==> config.mk <==
export PLATFORM = sky130hd
export DESIGN_NAME = bsnn_spike_readout
export DESIGN_NICKNAME = d
export VERILOG_FILES = /design/src/rtl/bsnn_pkg.sv /design/src/rtl/bsnn_popcount.sv /design/src/rtl/bsnn_spike_readout.sv
export SDC_FILE = /design/constraint.sdc
export NUM_CORES = 1
export LEC_CHECK = 0
export ABC_CLOCK_PERIOD_IN_PS = 17150
export CORE_ASPECT_RATIO = 0.8
export CORE_MARGIN = 2
export CORE_UTILIZATION = 45
export DETAILED_ROUTE_END_ITERATION = 12
export PLACE_DENSITY = 0.7
export SYNTH_ARGS = -nofsm -noshare
export SYNTH_HDL_FRONTEND = slang
export SYNTH_HIERARCHICAL = 1
export SYNTH_SLANG_ARGS = --single-unit
export TNS_END_PERCENT = 10
==> constraint.sdc <==
create_clock -name clk -period 17.15 [get_ports clk]
set_input_delay 1.715 -clock clk [delete_from_list [all_inputs] [get_ports clk]]
set_output_delay 1.715 -clock clk [all_outputs]
set_load 0.01 [all_outputs]
==> src/rtl/bsnn_pkg.sv <==
// Shared definitions for the BSNN spike readout: FSM state encoding,
// derived-size helpers and the saturating accumulator add.
package bsnn_pkg;

    typedef enum logic [1:0] {
        ST_ACCUM  = 2'd0,
        ST_ARGMAX = 2'd1,
        ST_OUTPUT = 2'd2
    } readout_state_e;

    // Neurons per class population.
    function automatic int group_size(input int n_neurons, input int n_classes);
        return n_neurons / n_classes;
    endfunction

    // Index width that stays at least one bit for degenerate sizes.
    function automatic int idx_width(input int n);
        return (n > 1) ? $clog2(n) : 1;
    endfunction

    // a + b clamped to max_val; a 33-bit sum avoids wrap before the clamp.
    function automatic logic [31:0] sat_add(input logic [31:0] a,
                                            input logic [31:0] b,
                                            input logic [31:0] max_val);
        logic [32:0] sum;
        sum = {1'b0, a} + {1'b0, b};
        if (sum > {1'b0, max_val}) begin
            return max_val;
        end else begin
            return sum[31:0];
        end
    endfunction

endpackage

==> src/rtl/bsnn_popcount.sv <==
// Combinational population count of one class group of spikes.
module bsnn_popcount #(
    parameter int WIDTH = 32
) (
    input  logic [WIDTH-1:0]           bits,
    output logic [$clog2(WIDTH+1)-1:0] count
);

    localparam int PC_W = $clog2(WIDTH + 1);

    // Sum the set bits of the group.
    always_comb begin
        count = {PC_W{1'b0}};
        for (int i = 0; i < WIDTH; i++) begin
            count = count + PC_W'(bits[i]);
        end
    end

endmodule

==> src/rtl/bsnn_spike_readout.sv <==
// Spike-count readout: accumulates per-class spike counts over a window of
// NUM_STEPS accepted vectors, runs a sequential argmax (lowest index wins
// ties) and offers the winning class on a valid/ready handshake.
module bsnn_spike_readout
    import bsnn_pkg::*;
#(
    parameter int N_NEURONS = 256,
    parameter int N_CLASSES = 8,
    parameter int NUM_STEPS = 16,
    parameter int CNT_W     = 10
) (
    input  logic                               clk,
    input  logic                               rst,
    input  logic                               in_valid,
    output logic                               in_ready,
    input  logic [N_NEURONS-1:0]               spike_vector,
    output logic                               out_valid,
    input  logic                               out_ready,
    output logic [idx_width(N_CLASSES)-1:0]    class_id,
    output logic [CNT_W-1:0]                   max_count,
    output logic                               busy
);

    localparam int          GROUP   = group_size(N_NEURONS, N_CLASSES);
    localparam int          IDX_W   = idx_width(N_CLASSES);
    localparam int          STEP_W  = idx_width(NUM_STEPS);
    localparam int          PC_W    = $clog2(GROUP + 1);
    localparam logic [31:0] CNT_MAX = 32'((64'd1 << CNT_W) - 64'd1);

    logic [PC_W-1:0]  pc_s [N_CLASSES];

    readout_state_e   state_q, state_d;
    logic [STEP_W-1:0] step_q, step_d;
    logic [CNT_W-1:0] cnt_q [N_CLASSES];
    logic [CNT_W-1:0] cnt_d [N_CLASSES];
    logic [IDX_W-1:0] idx_q, idx_d;
    logic [IDX_W-1:0] best_idx_q, best_idx_d;
    logic [CNT_W-1:0] best_cnt_q, best_cnt_d;
    logic             out_valid_q, out_valid_d;
    logic [IDX_W-1:0] class_id_q, class_id_d;
    logic [CNT_W-1:0] max_count_q, max_count_d;
    logic             in_ready_q, in_ready_d;
    logic             busy_q, busy_d;

    for (genvar g = 0; g < N_CLASSES; g++) begin : g_pc
        bsnn_popcount #(.WIDTH(GROUP)) u_pc (
            .bits  (spike_vector[g*GROUP +: GROUP]),
            .count (pc_s[g])
        );
    end

    // Next-state logic: accumulate, argmax scan, and output handshake.
    always_comb begin
        state_d     = state_q;
        step_d      = step_q;
        idx_d       = idx_q;
        best_idx_d  = best_idx_q;
        best_cnt_d  = best_cnt_q;
        out_valid_d = out_valid_q;
        class_id_d  = class_id_q;
        max_count_d = max_count_q;
        for (int c = 0; c < N_CLASSES; c++) begin
            cnt_d[c] = cnt_q[c];
        end

        case (state_q)
            ST_ACCUM: begin
                if (in_valid) begin
                    for (int c = 0; c < N_CLASSES; c++) begin
                        cnt_d[c] = CNT_W'(sat_add(32'(cnt_q[c]), 32'(pc_s[c]), CNT_MAX));
                    end
                    step_d = step_q + STEP_W'(1);
                    if (step_q == STEP_W'(NUM_STEPS - 1)) begin
                        state_d    = ST_ARGMAX;
                        idx_d      = {IDX_W{1'b0}};
                        best_idx_d = {IDX_W{1'b0}};
                        best_cnt_d = {CNT_W{1'b0}};
                    end else begin
                        state_d = ST_ACCUM;
                    end
                end else begin
                    state_d = ST_ACCUM;
                end
            end
            ST_ARGMAX: begin
                // Index 0 always seeds the best; later entries need strict >.
                if ((idx_q == {IDX_W{1'b0}}) || (cnt_q[idx_q] > best_cnt_q)) begin
                    best_idx_d = idx_q;
                    best_cnt_d = cnt_q[idx_q];
                end else begin
                    best_idx_d = best_idx_q;
                end
                if (idx_q == IDX_W'(N_CLASSES - 1)) begin
                    state_d     = ST_OUTPUT;
                    out_valid_d = 1'b1;
                    class_id_d  = best_idx_d;
                    max_count_d = best_cnt_d;
                end else begin
                    idx_d = idx_q + IDX_W'(1);
                end
            end
            ST_OUTPUT: begin
                if (out_ready) begin
                    state_d     = ST_ACCUM;
                    out_valid_d = 1'b0;
                    step_d      = {STEP_W{1'b0}};
                    for (int c = 0; c < N_CLASSES; c++) begin
                        cnt_d[c] = {CNT_W{1'b0}};
                    end
                end else begin
                    state_d = ST_OUTPUT;
                end
            end
            default: begin
                state_d     = ST_ACCUM;
                out_valid_d = 1'b0;
            end
        endcase

        // Status flags are registered from the next state so they never
        // depend combinationally on an input.
        in_ready_d = (state_d == ST_ACCUM);
        busy_d     = !((state_d == ST_ACCUM) && (step_d == {STEP_W{1'b0}}));
    end

    // State and output registers with synchronous active-low reset.
    always_ff @(posedge clk) begin
        if (!rst) begin
            state_q     <= ST_ACCUM;
            step_q      <= {STEP_W{1'b0}};
            idx_q       <= {IDX_W{1'b0}};
            best_idx_q  <= {IDX_W{1'b0}};
            best_cnt_q  <= {CNT_W{1'b0}};
            out_valid_q <= 1'b0;
            class_id_q  <= {IDX_W{1'b0}};
            max_count_q <= {CNT_W{1'b0}};
            in_ready_q  <= 1'b1;
            busy_q      <= 1'b0;
            for (int c = 0; c < N_CLASSES; c++) begin
                cnt_q[c] <= {CNT_W{1'b0}};
            end
        end else begin
            state_q     <= state_d;
            step_q      <= step_d;
            idx_q       <= idx_d;
            best_idx_q  <= best_idx_d;
            best_cnt_q  <= best_cnt_d;
            out_valid_q <= out_valid_d;
            class_id_q  <= class_id_d;
            max_count_q <= max_count_d;
            in_ready_q  <= in_ready_d;
            busy_q      <= busy_d;
            for (int c = 0; c < N_CLASSES; c++) begin
                cnt_q[c] <= cnt_d[c];
            end
        end
    end

    assign in_ready  = in_ready_q;
    assign out_valid = out_valid_q;
    assign class_id  = class_id_q;
    assign max_count = max_count_q;
    assign busy      = busy_q;

endmodule

; ---- Word level (Yosys, flattened, before mapping)
; Memory sizes are Yosys's and may differ from the RTL's. A register that Yosys moved wholly into a read port is not among the register bits.
; Cells that the tools add are included.
[totals]
memories = 1
reg_bits = 38
mem_bits_rw = 80
wordCells = 352
inputBits = 260
output_inout_bits = 16
[classes]
n_lt_le_gt_ge = 9
n_mux = 44
n_eq_ne = 9
n_addsub = 258
bitwise_logic = 9
n_reduce_logical = 12
[mem_list]
columns = memory, depth, word_bits, read_ports, rd_clocked_by_memory_dff, wr, line
row1 = cnt_q, 8, 10, 9, 1, 8, bsnn_spike_readout.sv:34  ; logic [CNT_W-1:0] cnt_q [N_CLASSES];
[op_table]
columns = operator, n
row1 = 6-bit by 1-bit adder with 6-bit output, 240
row2 = 10-bit two-way mux, 19
row3 = 80-bit two-way mux, 2
row4 = 80-bit case mux with 2 select lines, 1
row5 = 10-bit by 6-bit adder with 11-bit output, 8
row6 = 11-bit by 10-bit > comparator with 1-bit output (second input constant), 8
row7 = 10-bit case mux with 2 select lines, 1
row8 = 3-bit two-way mux, 6
row9 = 1-bit by 1-bit adder with 2-bit output, 8
row10 = 3-bit case mux with 2 select lines, 2
row11 = 10-bit > comparator, 1
row12 = 2-bit inequality test (second input constant), 5
row13 = 4-bit two-way mux, 2
row14 = 1-bit OR, 8
row15 = 4-bit case mux with 2 select lines, 1
row16 = 2-bit two-way mux, 3
row17 = 2-bit case mux with 3 select lines, 1
row18 = 3-bit AND reduction, 2
row19 = 1-bit two-way mux, 5
row20 = 4-bit by 1-bit adder with 4-bit output (second input constant), 1
row21 = 4-bit == test (second input constant), 1
row22 = 2-bit zero test, 2
row23 = 4-bit zero test, 1
row24 = 4-bit AND reduction, 1
row25 = 12 further kinds, 12

; ---- Depth between registers and ports, before layout
[logic_depth]
depth_word = 37
depth_mapped = 23

; ---- Modules after synthesis
; The synthesis kept the hierarchy.
[by_module_without_submodules]
columns = module, n_inst, area_each_um2, cells_per_inst
row1 = bsnn_spike_readout, 1, 7773.7, 911
row2 = bsnn_popcount, 8, 845.8, 94

; ---- Least setup slack after synthesis
; No wires, ideal clock.
[synth_path]
path_type = input-to-reg
startpoint = input port spike_vector[212]
endpoint = memory cnt_q[6][2]
slack_ns = 9.989
stages = 23
t_arrival_ns = 7.091
cell_sequence = fa_1 -> inv_1 -> fa_1 -> inv_1 -> fa_1 -> inv_1 -> fa_1 -> fa_1 -> fa_1 -> inv_1 -> ha_1 -> inv_1 -> fa_1 -> nand2b_1 -> a21oi_2 -> xor2_1 -> ha_1 -> o21ai_0 -> o21bai_1 -> a21oi_1 -> nor3b_1 -> o21ai_0 -> a21oi_1
[synth_rtl]
columns = element, line
row1 = start: declaration, bsnn_spike_readout.sv:16  ; input logic [N_NEURONS-1:0] spike_vector,
row2 = end: declaration, bsnn_spike_readout.sv:34

==> results.cfg <==
[run_status]
run_status = finished, final reports clean

[detailed_routing]
detail_route.iter0.violations = 782
post_drt_via_cell_ratio = 5.109
drt-total-wl_um = 33690
firstDrtPassIters = 6
num_vias = 12012
drc = 0
avgRoutedWirePerCell_um = 14.33
drt.antenna.violating_nets = 0

[synthesis]
synth-seq-area-share = 0.1666
synthesis.instances = 1663
async_reset_ff_frac = 0
syn_nets = 2249
synth.lib_cells_used.distinct = 62
ys_ff_latch = 121
number_of_flops_mapped_to_enable_cells_by_yosys = 0
yosys.area.top_type_share = 0.2754
synthesis.area_mm2 = 0.01454
netlist.top_cell.by_area = sky130_fd_sc_hd__fa_1
dominantRegCellSynth = sky130_fd_sc_hd__dfxtp_1
synth_area_per_cell_um2 = 8.743
post_synth_main_area_contributors = sky130_fd_sc_hd__fa_1 28%, sky130_fd_sc_hd__dfxtp_1 17%, sky130_fd_sc_hd__inv_1 11%, sky130_fd_sc_hd__ha_1 11%, sky130_fd_sc_hd__a21oi_1 3.5%
yosys_warnings = 6

[setup_path]
worstSetupPathType = primary input to flip-flop
critical_path.startpoint_type = primary input
signal_arrival_time_at_the_worst_endpoint_ns = 8.16
cp_max_fo = 7
critical_path_rt_ns = 17.50
worst_setup_path_end_kind = flip-flop
worst-r2r-setup-slack_ns = 13.05

[place]
detailedPlacementHpwl_um = 27730
preCtsSetupSlack_ns = 8.864
place_congestion = 0.8670
number_of_buffers_added_on_ports = 275

[timing]
worst_clock_skew_on_the_final_layout_ns = 0.01092
finalCriticalPeriod_ns = 7.808
fmax_ghz = 0.1281
fin_worst_setup_slack_ns = 9.342
worst_hold_margin_ns = 0.4528
fin_crit_sh = 0.4553
headroom_to_the_max_slew_limit = 0.4189
hold_fails_final_rpt = 0
grt_setup_unrepaired = no
tightestPinTransition_ns = 0.8705
report.final.slew_viol_count = 0
setup_violations = 0
setup_tns_ns = 0

[run]
max_cap_violation_count = 0

[clock_network]
postCtsResizedCells = 0
clkSlewWorstSetupHoldPaths_ns = 0.06
cts_root_buf = sky130_fd_sc_hd__clkbuf_16
cts_htree_levels = 4
cts_tree = done
clkLatencyLatePin_ns = 0.43
numClockSinks = 121
tritoncts.num_buffers = 17
post_cts_buffers = 0
cts_max_path_buffers = 2
ctsHoldBuffers = 0

[floorplan]
die-width_um = 205.0
floorplan.die.height_um = 164.8
floorplan.initialDensity = 0.4595
core_area_mm2 = 0.03164
design.die.area_mm2 = 0.03377
io_pins = 276
core.rowCount = 58

[finish]
antennaDiodeCount = 0
area_growth_syn_to_layout_pct = 25.29
multi_input_area_mm2 = 0.01027
post_route_cells_drive_above_1_share = 0.04609
ff_latch_area_mm2 = 0.002422
fill_cells = 2807
fin_nets = 2507

[worst_hold_path]
holdCritPathClass = flip-flop to flip-flop

[global_route]
first_global_vias = 12332
maximum_number_of_pins_on_one_net_before_global_route_repair = 70
grt_pass1_wl_um = 58110
global_route.usage.total = 0.2110
antenna_violations_before_repair = 0
globalRouteOverflowTotal = 0
[cells in the final DEF (no fill, tap or decap), types with 5 or more instances in the layout]
cell type                         count
sky130_fd_sc_hd__a21oi_1            103
sky130_fd_sc_hd__nor2b_1              5
sky130_fd_sc_hd__nand4_1             15
sky130_fd_sc_hd__xnor2_1             26
sky130_fd_sc_hd__nor3b_1              6
sky130_fd_sc_hd__nor4_1               5
sky130_fd_sc_hd__o21bai_1             8
sky130_fd_sc_hd__a21oi_2             17
sky130_fd_sc_hd__clkbuf_1             5
sky130_fd_sc_hd__dfxtp_1            121
sky130_fd_sc_hd__a31oi_1             15
sky130_fd_sc_hd__a22oi_1             10
sky130_fd_sc_hd__buf_4                7
sky130_fd_sc_hd__inv_1              439
sky130_fd_sc_hd__o21ai_0             95
sky130_fd_sc_hd__clkdlybuf4s50_1    275
sky130_fd_sc_hd__nand2b_1            14
sky130_fd_sc_hd__nand3_1             32
sky130_fd_sc_hd__and3_1               5
sky130_fd_sc_hd__o32ai_2              7
sky130_fd_sc_hd__o31a_1               5
sky130_fd_sc_hd__nand2_1            102
sky130_fd_sc_hd__mux2i_1             13
sky130_fd_sc_hd__nor3_1              17
sky130_fd_sc_hd__or3_1                5
sky130_fd_sc_hd__nor2_1              68
sky130_fd_sc_hd__clkbuf_16           17
sky130_fd_sc_hd__o22ai_1              9
sky130_fd_sc_hd__a21o_1              24
sky130_fd_sc_hd__ha_1               126
sky130_fd_sc_hd__mux4_2              20
sky130_fd_sc_hd__fa_1               200
sky130_fd_sc_hd__o311ai_0            10
sky130_fd_sc_hd__o21a_1              10
sky130_fd_sc_hd__xor2_1              19
sky130_fd_sc_hd__a211oi_1            21
[final cells by class]
type	instances	area share
clock buffer	26	0.02740
clock inverter	3	0.002198
inverter	441	0.09087
multi-input combinational	1058	0.5637
sequential	121	0.1330
tap	420	0.02885
timing repair buffer	282	0.1540
[synthesized netlist by cell type (all sizes together) (2+ instances only)]
cell type / n
o221a: 2
a21o: 24
nand4b: 4
or3: 5
nand4: 15
o32ai: 10
or2: 2
a21oi: 120
o311ai: 10
nand2: 103
o21bai: 8
mux2i: 13
a211oi: 21
o2bb2ai: 2
o22ai: 10
o211ai: 3
nand3: 32
a211o: 4
fa: 200
a21boi: 5
nor3b: 6
o31a: 5
dfxtp: 121
o21a: 10
nor4: 5
and2: 4
o31ai: 3
clkbuf: 28
xnor2: 26
a31oi: 15
a22oi: 10
buf: 15
and3: 5
nor2: 70
mux4: 20
ha: 126
inv: 440
o21ai: 95
o41ai: 3
xor2: 19
nor2b: 5
or4: 2
nand2b: 14
nor3: 17
[routing by layer]
metal,vias to the layer above,GRT usage,share of wire
met1,5769,0.2831,0.45
met2,312,0.3601,0.47
met4,0,0.04709,0.012
met3,33,0.03354,0.063
met5,-,0,0
li1,5898,-,-
[sequential cells by signal, summed over array words and instances, names as in the netlist, named ones only]
name and count:
state_q 2, best_idx_q 3, in_ready 1, class_id 3, busy 1, step_q 4
cnt_q 80, out_valid 1, max_count 10, best_cnt_q 10, idx_q 3
[kinds of logic after synthesis]
group | synth area share
flip-flops | 0.1666
multiplexers | 0.04070
XOR/XNOR | 0.02711
buffers and inverters | 0.1273
AND/OR/NAND/NOR | 0.09233
AO/OA/AOI/OAI | 0.1622
adder cells (fa/ha/maj) | 0.3838
[metrics by stage]
step / std cells / area [um2] / utilization
2_1_floorplan: 1663 / 14540 / -
3_3_place_gp: 2322 / 17680 / 0.5587
4_1_cts: 2351 / 18220 / 0.5758
5_1_grt: 2351 / 18220 / 0.5758
6_report: 2351 / 18220 / 0.5758
3_5_place_dp: 2322 / 17680 / 0.5587
[critical path: stages]
cell and delay, ns:
sky130_fd_sc_hd__clkdlybuf4s50_1 0.43, sky130_fd_sc_hd__fa_1 0.54, sky130_fd_sc_hd__inv_1 0.05, sky130_fd_sc_hd__fa_1 0.49
sky130_fd_sc_hd__inv_1 0.05, sky130_fd_sc_hd__fa_1 0.47, sky130_fd_sc_hd__inv_1 0.05, sky130_fd_sc_hd__fa_1 0.46
sky130_fd_sc_hd__fa_1 0.53, sky130_fd_sc_hd__fa_1 0.41, sky130_fd_sc_hd__inv_1 0.06, sky130_fd_sc_hd__ha_1 0.15
sky130_fd_sc_hd__inv_1 0.05, sky130_fd_sc_hd__fa_1 0.39, sky130_fd_sc_hd__nand2b_1 0.18, sky130_fd_sc_hd__a21oi_2 0.14
sky130_fd_sc_hd__xor2_1 0.10, sky130_fd_sc_hd__ha_1 0.34, sky130_fd_sc_hd__o21ai_0 0.13, sky130_fd_sc_hd__o21ai_0 0.22
sky130_fd_sc_hd__a21oi_1 0.13, sky130_fd_sc_hd__nor3b_1 0.68, sky130_fd_sc_hd__o21ai_0 0.20, sky130_fd_sc_hd__a21oi_1 0.21
[final timing paths]
check        cells after the start             to             start
min reg2reg                      2      out_valid         out_valid
max reg2reg                     10  best_cnt_q[9]         flip-flop
min                              2      out_valid         out_valid
max                             24    cnt_q[1][4]  spike_vector[52]
Power is not shown: default switching activity piles up to over one toggle a cycle in this logic, so the estimate is an artifact.
==> variant 1 (config.mk and constraints unchanged) <==
Set the parameter `N_CLASSES` to 16 (it was 8).
--- a/src/rtl/bsnn_spike_readout.sv
+++ b/src/rtl/bsnn_spike_readout.sv
@@ -5,7 +5,7 @@
     import bsnn_pkg::*;
 #(
     parameter int N_NEURONS = 256,
-    parameter int N_CLASSES = 8,
+    parameter int N_CLASSES = 16,
     parameter int NUM_STEPS = 16,
     parameter int CNT_W     = 10
 ) (
Ports: changed (resized class_id); port bits go from 276 to 277. The function was not compared with the original's and may differ.
==> variant 1 against the unedited design <==
Count of clock-buffer cells in the layout is 11 higher. Clock skew is 0.0082 ns higher. Cell count is 28% higher. Final area is 29% higher. Worst setup slack better by 1.6 ns. Routed wire length is 41% higher. Sequential cell count is 84 higher. Synthesized area is 34% higher. Critical endpoint is now cnt_q[10][9]. Largest cell class unchanged.
==> variant 1: results (changes against the unedited design) <==
| Metric | Value |
|---|---|
| PortBufs | 276 (+0.36%) |
| Largest net degree at the start of global routing | 98 (+40%) |
| Data arrival, critical path | 6.62 ns (-1.54 ns) |
| Layout fillers | 3835 (+37%) |
| Status | complete, no violations |
| Worst reg2reg path depth | 12 (+2) |
| Placed Cells | 2975 (+28%) |
| Drt first pass iters | 5 (-1) |
| Crit path largest cell delay | 0.54 ns (-0.14 ns) |
| First-pass GRT wire length | 80150 um (+38%) |
| 1st-iter DRT viols | 1152 (+47%) |
| Synth cell count leaders | inv_1 (384), o21ai_0 (208), dfxtp_1 (205) |
| Setup slack, reg-to-reg | 12.56 ns (-0.49 ns) |
| Cell area after placement | 0.02260 sq mm (+28%) |
| Min-Delay Endpoint | cnt_q[10][3] |
| Vias in the first global route | 16.87k (+37%) |
| Total wire length | 47470 um (+41%) |
| Clk buf depth | 3 (+1) |
| Routability cong. | 0.8624 (-0.53%) |
| Seq/Total Area, Yosys | 0.2107 (+0.04412) |
| Worst skew pair latency | 0.53 ns (+0.10 ns) |
| Slew headroom | 0.1879 (-0.2309) |
| Critical-path maximum fanout | 3 (-4) |
| R2R Path End | best_idx_q[1] |
| Inserted Clock Buffers | 24 (+7) |
| Vias post-DR | 16.31k (+36%) |
| Hold path startpoint | cnt_q[10][3] |
| Drt wl/cell | 15.72 um (+9.7%) |
| GRT Total Usage | 0.2132 (+0.002182) |
| Cells after Synth | 2219 (+33%) |
==> variant 1: worst min-delay path: stages, from the launching register on <==
cell and delay [ns]:
dfxtp_1 0.32, nand2_1 0.06, nand2_1 0.04
==> variant 1: how the worst max path moves through the flow <==
stage,start,to,slack (ns),cells after the start
3_5_place_dp,spike_vector[3],cnt_q[0][7],10.39,18
2_1_floorplan,spike_vector[3],cnt_q[0][2],11.22,17
4_1_cts,spike_vector[195],cnt_q[12][9],10.90,18
6_report,spike_vector[163],cnt_q[10][9],10.92,17
3_3_place_gp,spike_vector[3],cnt_q[0][7],10.51,18
5_1_grt,spike_vector[195],cnt_q[12][2],10.59,18
==> variant 1: metal layers <==
metal | share of wire | track usage | vias up
met5 | 0 | 0 | -
met4 | 0.023 | 0.05428 | 0
met3 | 0.055 | 0.02554 | 75
met2 | 0.49 | 0.3767 | 481
met1 | 0.44 | 0.2777 | 7788
li1 | - | - | 7961
==> variant 1: cell families (layout without fill, tap and decap cells) <==
group	Yosys count	after routing	share of synthesized area
AND/OR/NAND/NOR	439	439	0.1071
multiplexers	54	54	0.05788
flip-flops	205	205	0.2107
AO/OA/AOI/OAI	622	622	0.2047
XOR/XNOR	68	68	0.03058
adder cells (fa/ha/maj)	349	349	0.2920
buffers and inverters	482	722	0.09701
==> variant 1: final cells by class <==
type / count / area (sq um) / area share
Inverter: 393 / 1475 / 0.06295
Sequential cell: 205 / 4105 / 0.1752
Tap cell: 560 / 700.7 / 0.02990
Clock buffer: 37 / 770.7 / 0.03289
Timing Repair Buffer: 285 / 2828 / 0.1207
Multi-Input combinational cell: 1532 / 13490 / 0.5757
Clock inverter: 7 / 63.81 / 0.002723
==> variant 1: power breakdown <==
part	total [uW]	switching, uW	internal [uW]
sequential	611	64.7	547
combinational	1800	950	847
clock	535	212	323
==> variant 1: per-stage QoR <==
step | worst slack, ns | hold WS [ns]
after floorplan | 11.22 | 0.4301
after global placement | 10.51 | 0.4407
after detailed placement | 10.39 | 0.4498
after CTS | 10.90 | 0.4581
after global routing | 10.59 | 0.4733
final | 10.92 | 0.4563
==> variant 2 (config.mk and constraints unchanged) <==
Made on the original files. Compare `idx_q` against `IDX_W'(N_CLASSES - 1)` with >= in place of ==.
--- a/src/rtl/bsnn_spike_readout.sv
+++ b/src/rtl/bsnn_spike_readout.sv
@@ -90,7 +90,7 @@
                 end else begin
                     best_idx_d = best_idx_q;
                 end
-                if (idx_q == IDX_W'(N_CLASSES - 1)) begin
+                if (idx_q >= IDX_W'(N_CLASSES - 1)) begin
                     state_d     = ST_OUTPUT;
                     out_valid_d = 1'b1;
                     class_id_d  = best_idx_d;
Check against the original RTL: same outputs for any inputs over 4 cycles, from zero or initial values and one cycle with rst low; that may be too few to reach the edited logic, so the function may still have changed.
==> variant 2 against the unedited design <==
Via count rose by 0.32%. Routed wire length fell by 0.24%. Synthesized area rose by 1.4%. Final area rose by 1.5%. Die area rose by 1.4%. Sequential cell count did not move. Synthesized cell count rose by 1.1%. Worst setup slack improved by 0.22 ns. Register-to-register slack got worse by 0.18 ns. Count of clock-buffer cells in the layout fell by 8.
Power is not shown: default switching activity piles up to over one toggle a cycle in this logic, so the estimate is an artifact.
==> variant 2: results (changes against the unedited design) <==
| Metric | Value |
|---|---|
| Status | complete, no violations |
| Routability cong. | 0.8749 (+0.91%) |
| R2R Path End | best_cnt_q[1] |
| Drt wl/cell | 14.13 um (-1.4%) |
| Setup Crit Path Kind | input port to flop |
| First-pass GRT wire length | 57310 um (-1.4%) |
| Hold path depth | 2 (unchanged) |
| Hold WS | 0.4607 ns (+0.007922 ns) |
| Cells after Synth | 1681 (+1.1%) |
| Most area-consuming cells after synthesis | fa_1 (27%), dfxtp_1 (16%), inv_1 (11%) |
| Final period util | 0.4427 (-0.01254) |
| XOR/XNOR Fraction of Synth Area | 0.02911 (+0.002004) |
| Vias per Instance | 5.066 (-0.86%) |
| Clock skew | 0.009067 ns (-0.001853 ns) |
| Crit path largest cell delay | 0.60 ns (-0.08 ns) |
| Post-CTS setup buffer count | 0 (unchanged) |
| Min-Delay Endpoint | best_idx_q[0] |
| Drt first pass iters | 8 (+2) |
| Placed Cells | 2347 (+1.1%) |
| Post-synthesis mux area share | 0.04014 (-0.0005596) |
| GRT Max-Usage Layer | met2 |
| End point of the critical path | cnt_q[4][5] |
| CP startpoint | spike_vector[148] |
| Synth unique cells | 64 (+3.2%) |
| H-tree levels | 4 (unchanged) |
| Worst reg2reg path depth | 9 (-1) |
| Data arrival, critical path | 7.93 ns (-0.23 ns) |
| Max reg flops | 80 (unchanged) |
| Largest net degree at the start of global routing | 53 (-24%) |
| 1st-iter DRT viols | 817 (+4.5%) |
| Cell area after placement | 0.01789 sq mm (+1.2%) |
| Post-synthesis compound-gate area fraction | 0.1644 (+0.002183) |
| GR Util met1 | 0.2725 (-0.01061) |
| Synth cell count leaders | inv_1 (449), fa_1 (200), ha_1 (126) |
| Vias in the first global route | 12.51k (+1.4%) |
| Slew headroom | 0.1364 (-0.2824) |
| Critical-path maximum fanout | 7 (unchanged) |
| Reg with most FFs | cnt_q |
| GR met2 Demand/Resource | 0.3484 (-0.01169) |
| Slowest cell on the critical path | nor3_1 |
| Nets | 2525 (+0.72%) |
| Met3 usage in global routing | 0.02826 (-0.005286) |
| Antenna violations before repair | 0 (unchanged) |
| Root Buffer | clkbuf_16 |
| Clk buf depth | 2 (unchanged) |
| Setup slack, reg-to-reg | 12.87 ns (-0.18 ns) |
| Hold path startpoint | best_idx_q[0] |
| GRT Total Usage | 0.2037 (-0.007270) |
| Dpl hpwl | 27600 um (-0.46%) |
| Seq/Total Area, Yosys | 0.1643 (-0.002290) |
| Inserted Clock Buffers | 17 (unchanged) |
| Adder-cell share of the synthesized area | 0.3785 (-0.005277) |
| Main synth FF type | dfxtp_1 |
| Non-Filler Instances | 2379 (+1.2%) |
| Place WS | 9.105 ns (+0.2408 ns) |
| Layout cell share with drive strength beyond 1 | 0.05533 (+0.009238) |
## variant 2: cell types whose count changed after synthesis, sizes merged, moves of 14 or more
| cell | unedited run | this run |
|---|---|---|
| nand2 | 103 | 117 |
| nand3 | 32 | 13 |
| o21ai | 95 | 72 |
| a21o | 24 | 49 |
| a211oi | 21 | 3 |
## variant 2: worst max-delay path: cells and delay by family
family | cells | cell delay [ns]
compound gates | 4 | 0.70
xor+xnor | 1 | 0.09
fa+ha+maj | 9 | 3.87
buf+inv | 7 | 0.79
simple gates | 2 | 0.77
## variant 2: cell type report
type                       instances  area (sq um)
clock buffer                      18         429.2
clock inverter                    14         173.9
fill                            2912         13920
inverter                         449          1685
multi-input combinational       1065         10420
sequential                       121          2422
tap                              427         534.3
timing repair buffer             285          2828
## variant 2: routing by layer
metal,vias up,wire length (um)
li1,5931,-
met1,5727,14880
met5,-,0
met3,45,2064
met2,348,16060
met4,0,614
